===== src/rtl/regfile_2r1w_sb.sv =====
// Two-read / one-write register file with a pending-write scoreboard.
// Reads are registered (latency 1) with write-first forwarding; reads of a
// reserved register are refused and flagged as hazards. Optional hardwired
// zero register at address 0.
module regfile_2r1w_sb #(
  parameter int unsigned XLEN     = 32,
  parameter int unsigned NREGS    = 32,
  parameter int unsigned AW       = $clog2(NREGS),
  parameter int unsigned ZERO_REG = 1
) (
  input  logic                         clk,
  input  logic                         reset,
  // Read port A
  input  logic                         rd_en_a,
  input  logic [AW-1:0]                rs_a,
  output logic [XLEN-1:0]              rd_data_a,
  output logic                         rd_valid_a,
  output logic                         hazard_a,
  // Read port B
  input  logic                         rd_en_b,
  input  logic [AW-1:0]                rs_b,
  output logic [XLEN-1:0]              rd_data_b,
  output logic                         rd_valid_b,
  output logic                         hazard_b,
  // Writeback
  input  logic                         wr_en,
  input  logic [AW-1:0]                wr_addr,
  input  logic [XLEN-1:0]              wr_data,
  // Reservation
  input  logic                         rsv_en,
  input  logic [AW-1:0]                rsv_addr,
  output logic                         rsv_err,
  output logic [$clog2(NREGS+1)-1:0]   pend_count
);

  localparam int unsigned CW     = $clog2(NREGS + 1);
  localparam logic        ZeroEn = (ZERO_REG != 0);

  logic [XLEN-1:0]  regs_q [NREGS];
  logic [NREGS-1:0] pend_q, pend_d;
  logic [XLEN-1:0]  rd_data_a_q, rd_data_a_d, rd_data_b_q, rd_data_b_d;
  logic             rd_valid_a_q, rd_valid_a_d, rd_valid_b_q, rd_valid_b_d;
  logic             rsv_err_q, rsv_err_d;
  logic [CW-1:0]    pend_count_q, pend_count_d;

  logic             wr_ok, rsv_ok;
  logic [XLEN-1:0]  rd_val_a, rd_val_b;

  // Writes and reservations to the hardwired zero register have no effect.
  assign wr_ok  = wr_en & ~(ZeroEn & (wr_addr == '0));
  assign rsv_ok = rsv_en & ~(ZeroEn & (rsv_addr == '0));

  // A same-cycle writeback to the source resolves the hazard.
  assign hazard_a = rd_en_a & pend_q[rs_a] & ~(wr_en & (wr_addr == rs_a));
  assign hazard_b = rd_en_b & pend_q[rs_b] & ~(wr_en & (wr_addr == rs_b));

  // Register 0 is never written when hardwired, so it always holds 0.
  assign rd_val_a = (wr_ok && (wr_addr == rs_a)) ? wr_data : regs_q[rs_a];
  assign rd_val_b = (wr_ok && (wr_addr == rs_b)) ? wr_data : regs_q[rs_b];

  // Read port next state: accepted reads load data, refused/idle ones hold it.
  always_comb begin
    rd_data_a_d  = rd_data_a_q;
    rd_valid_a_d = 1'b0;
    rd_data_b_d  = rd_data_b_q;
    rd_valid_b_d = 1'b0;
    if (rd_en_a && !hazard_a) begin
      rd_data_a_d  = rd_val_a;
      rd_valid_a_d = 1'b1;
    end
    if (rd_en_b && !hazard_b) begin
      rd_data_b_d  = rd_val_b;
      rd_valid_b_d = 1'b1;
    end
  end

  // Scoreboard next state: a same-cycle reservation overrides the clearing write.
  always_comb begin
    pend_d = pend_q;
    if (wr_ok)  pend_d[wr_addr]  = 1'b0;
    if (rsv_ok) pend_d[rsv_addr] = 1'b1;
    if (ZeroEn) pend_d[0] = 1'b0;
    rsv_err_d = rsv_ok & pend_q[rsv_addr] & ~(wr_en & (wr_addr == rsv_addr));
    pend_count_d = '0;
    for (int i = 0; i < int'(NREGS); i++) begin
      pend_count_d = pend_count_d + CW'(pend_d[i]);
    end
  end

  // Register file storage.
  always_ff @(posedge clk or negedge reset) begin
    if (!reset) begin
      for (int i = 0; i < int'(NREGS); i++) begin
        regs_q[i] <= '0;
      end
    end else if (wr_ok) begin
      regs_q[wr_addr] <= wr_data;
    end
  end

  // Read outputs, scoreboard and status registers.
  always_ff @(posedge clk or negedge reset) begin
    if (!reset) begin
      rd_data_a_q  <= '0;
      rd_valid_a_q <= 1'b0;
      rd_data_b_q  <= '0;
      rd_valid_b_q <= 1'b0;
      pend_q       <= '0;
      rsv_err_q    <= 1'b0;
      pend_count_q <= '0;
    end else begin
      rd_data_a_q  <= rd_data_a_d;
      rd_valid_a_q <= rd_valid_a_d;
      rd_data_b_q  <= rd_data_b_d;
      rd_valid_b_q <= rd_valid_b_d;
      pend_q       <= pend_d;
      rsv_err_q    <= rsv_err_d;
      pend_count_q <= pend_count_d;
    end
  end

  assign rd_data_a  = rd_data_a_q;
  assign rd_valid_a = rd_valid_a_q;
  assign rd_data_b  = rd_data_b_q;
  assign rd_valid_b = rd_valid_b_q;
  assign rsv_err    = rsv_err_q;
  assign pend_count = pend_count_q;

endmodule


===== config.mk =====
export PLATFORM = sky130hd
export DESIGN_NAME = regfile_2r1w_sb
export DESIGN_NICKNAME = d
export VERILOG_FILES = /design/src/rtl/regfile_2r1w_sb.sv
export SDC_FILE = /design/constraint.sdc
export NUM_CORES = 2
export LEC_CHECK = 0
export BUFFER_PORTS_ARGS = -buffer_cell sky130_fd_sc_hd__buf_2
export CAP_MARGIN = 5
export CORE_ASPECT_RATIO = 1.75
export CORE_MARGIN = 10
export CORE_UTILIZATION = 45
export CTS_CLUSTER_DIAMETER = 80
export DETAILED_ROUTE_END_ITERATION = 7
export SYNTH_ARGS = -nofsm -noshare
export SYNTH_HDL_FRONTEND = slang
export SYNTH_SLANG_ARGS = --single-unit

===== constraint.sdc =====
create_clock -name clk -period 4.9 [get_ports clk]
set_clock_uncertainty 0.15 [all_clocks]
set_input_delay 0.245 -clock clk [delete_from_list [all_inputs] [get_ports clk]]
set_output_delay 0.245 -clock clk [all_outputs]
set_load 0.02 [all_outputs]

==> impl_metrics.env <==
export IMPL_cap_viol_max_count=0
export IMPL_path_cells="a22o_1 -> fa_1 -> fa_1 -> inv_2 -> fa_1 -> fa_1 -> fa_1 -> fa_1 -> inv_1 -> fa_2 -> fa_2 -> a21o_1 -> a21oi_2 -> xnor2_1"
export IMPL_track_usage=0.284
export IMPL_grt_pass1_vias=44500
export IMPL_cts_max_path_buffers=3
export IMPL_worst_slew_pin_slew_ns=1.25
export IMPL_critPathCaptureType="register"
export IMPL_top_library_cells_by_usage_in_the_layout_fill_and_taps_aside="dfrtp_1, mux2_2, mux2i_1"
export IMPL_power_density_nw_per_um2=462
export IMPL_detailed_place_area_um2=63300
export IMPL_layout_worst_path_cycle_share=1.05
export IMPL_post_route_cell_area_um2=67600
export IMPL_asyncSetResetFlopFracSynth=1.00
export IMPL_count_of_flip_flops_with_a_built_in_enable_after_synthesis=0
export IMPL_fmax_mhz=193
export IMPL_total_power_mw=31.2
export IMPL_core_area_um2=133000
export IMPL_critPathBufInv=2
export IMPL_postSynthAreaPerCell_um2=12.6
export IMPL_hold_path_startpoint="rsv_addr[0]"
export IMPL_final_critical_period_ns=5.17
export IMPL_clock_sinks=1128
export IMPL_synthesis_instances=4809
export IMPL_area_growth_syn_to_layout_pct=12.0
export IMPL_detail_route_wl_per_cell_um=32.4
export IMPL_antenna_found_initial=8
export IMPL_setup_slack_of_the_critical_path_after_layout_ns=-0.269
export IMPL_setup_viol_count_final=4
export IMPL_path_class="reg2reg"
export IMPL_postSynthNetCount=4897
export IMPL_globalplace_congestion=0.895
export IMPL_grt_overflow_total=0
export IMPL_startpoint="pend_q[16]"
export IMPL_total_leakage_power_nw=30.8
export IMPL_rsz_0062_raised_after_global_routing="yes"
export IMPL_post_synth_num_cell_types=74
export IMPL_clock_tree_from_tritoncts="done"
export IMPL_crit_arrival_ns=5.68
export IMPL_clk_pin_slew_worst_paths_ns=0.06
export IMPL_count_of_filler_cells_inserted_in_the_layout=11700
export IMPL_report_final_slew_viol_count=0
export IMPL_routed_via_density=6.38
export IMPL_routed_wl_mm=218
export IMPL_cp_max_fo=2
export IMPL_worstHoldPathType="in2reg"
export IMPL_synth_seq_cells=1128
export IMPL_insertion_delay_ns=0.76
export IMPL_port_buffer_count=132
export IMPL_die_h_um=505
export IMPL_die_x_um=297
export IMPL_outcome="complete, but fails checks"
export IMPL_cp_common_cell="fa_1"
export IMPL_post_place_ws_ns=-0.791
export IMPL_worstSetupPathDepth=14
export IMPL_setup_worst_path_end="pend_count[4]"
export IMPL_grt_first_pass_wirelength_mm=314
export IMPL_worstPathRequired_ns=5.41
export IMPL_final_hold_violation_count=0
export IMPL_place_detailed_hpwl_mm=124
export IMPL_vias=42900
export IMPL_slowest_stage="fa_1"
export IMPL_pin_count=133
export IMPL_cp_start_kind="register"
export IMPL_netlist_area_before_placement_um2=60400
export IMPL_number_of_buffers_created_by_cts=108
export IMPL_antenna_left=0
export IMPL_regToRegSetupSlack_ns=-0.27
export IMPL_r2r_start="pend_q[16]"
export IMPL_dieArea_um2=150000
export IMPL_cts_root_buf="clkbuf_16"
export IMPL_worst_ir_drop_vdd_v=0.00107
export IMPL_synth_yosys_warnings=0
export IMPL_fin_nets=4925
export IMPL_crit_family="adder cells"
export IMPL_h_tree_levels=3
export IMPL_first_iter_violations=4130
export IMPL_failed_checks="setup timing"
export IMPL_timing_reg2reg_worst_path_depth=14
export IMPL_max_stage_delay_ns=0.55
export IMPL_grt_max_degree=147
export IMPL_drive_above_1_share=0.361
export IMPL_synth_sequential_area_ratio=0.467
export IMPL_remaining_max_slew_budget_at_the_tightest_pin=0.166
export IMPL_initial_core_util=0.454
export IMPL_reg2reg_to="pend_count[4]"
export IMPL_firstDrtPassIters=8
export IMPL_number_of_placement_rows=177
export IMPL_synth_top_flop_cell="dfrtp_1"
export IMPL_detail_route_drc_violations=0
export IMPL_layout_cells_most_common="dfrtp_1"
-- area by class of cell --
cell class | count | area [um^2] | share of cell area
multi-input cells | 3141 | 30000 | 0.444
flip-flops and latches | 1128 | 28200 | 0.417
repair buffers | 411 | 3240 | 0.0478
clock buffers | 154 | 3170 | 0.0468
well taps | 1790 | 2240 | 0.0331
clock inverters | 45 | 534 | 0.00790
inverters | 47 | 181 | 0.00268
diodes | 3 | 7.51 | 0.000111
-- layer usage --
layer,GRT usage,wire [um],up-vias
met5,0,67,-
met4,0.169,14200,12
met3,0.0453,13000,640
met2,0.477,108000,1772
met1,0.341,83200,22600
li1,-,-,17800
-- power breakdown --
part           switching (mW)  internal, mW  leakage, nW
sequential               1.38          11.2         14.5
clock                    3.96          4.94         1.81
combinational            4.60          5.12         14.5
total                    9.94          21.3         30.8
-- metrics by stage --
stage / instances / TNS [ns] / hold slack, ns / utilization
2_1_floorplan: 4809 / -2.05 / -0.201 / -
5_1_grt: 6718 / -1.51 / 0.0532 / 0.508
4_1_cts: 6715 / -0.948 / 0.00995 / 0.508
3_5_place_dp: 6460 / -3.30 / 0.185 / 0.476
6_report: 6719 / -1.00 / 0.0331 / 0.508
3_3_place_gp: 6460 / -3.03 / 0.192 / 0.476
-- registers in the layout, summed over array words and instances, names as in the netlist --
signal / cells
rd_valid_b: 1
rd_valid_a: 1
regs_q: 1024
rd_data_a: 32
pend_count: 6
rsv_err: 1
pend_q: 31
rd_data_b: 32
-- cell usage after synthesis (5+ instances only) --
| master | count | area (um^2) |
|---|---|---|
| dfrtp_1 | 1128 | 28200 |
| mux2_2 | 902 | 10200 |
| nand2_1 | 584 | 2190 |
| mux2i_1 | 572 | 5730 |
| clkbuf_1 | 283 | 1060 |
| a22oi_1 | 246 | 1850 |
| mux4_2 | 214 | 4820 |
| buf_2 | 112 | 561 |
| o22ai_1 | 97 | 607 |
| nand4_1 | 68 | 425 |
| inv_1 | 45 | 169 |
| a21oi_1 | 39 | 195 |
| nor4_1 | 39 | 244 |
| buf_1 | 33 | 124 |
| nor2_1 | 33 | 124 |
| a221oi_1 | 31 | 272 |
| buf_6 | 31 | 349 |
| o221ai_1 | 31 | 272 |
| o31ai_1 | 31 | 233 |
| o21ai_0 | 30 | 150 |
| buf_4 | 29 | 218 |
| mux2_4 | 29 | 435 |
| fa_1 | 23 | 460 |
| a22o_1 | 22 | 193 |
| o21ai_1 | 17 | 85.1 |
| xnor2_1 | 13 | 114 |
| nand2b_1 | 12 | 75.1 |
| nor2b_1 | 12 | 75.1 |
| nor3_1 | 10 | 50.1 |
| ha_1 | 7 | 87.6 |
| nand3_1 | 7 | 35.0 |
| a211oi_1 | 6 | 45.0 |
| xor2_1 | 5 | 43.8 |
-- worst reg2reg max path, cell delays in order (launching register included) --
cell and delay (ns):
dfrtp_1 0.39, a22o_1 0.25, fa_1 0.51, fa_1 0.55, inv_2 0.05, fa_1 0.54
fa_1 0.44, fa_1 0.48, fa_1 0.50, inv_1 0.05, fa_2 0.35, fa_2 0.36
a21o_1 0.20, a21oi_2 0.14, xnor2_1 0.12
-- worst min path at each step --
stage	endpoint	slack (ns)	depth (start not counted)
global placement	pend_count[4]	0.19	1
detailed placement	pend_count[5]	0.18	1
floorplan	pend_count[0]	-0.20	0
finish	pend_q[30]	0.03	4
global route	pend_q[30]	0.05	4
CTS	pend_q[30]	0.01	4
-- repair_timing --
item | in CTS | in global routing
hold endpoints to repair | 775 | 0
pin swaps | 1 | 1
endpoints found under the setup margin | 4 | 5
hold buffers | 53 | 0
setup buffers | 3 | 2
gates resized for setup | 2 | 3
-- logic make-up (layout without fill, tap and decap cells) --
group	after synthesis	after routing	synth area share
xor+xnor	18	18	0.00261
other cells	0	3	0
buf+inv	540	657	0.0425
simple gates	803	803	0.0589
fa+ha+maj	30	30	0.00907
mux	1720	1720	0.351
flops	1128	1128	0.467
compound gates	570	570	0.0683
Note: power is estimated with default switching activity, not from simulation.
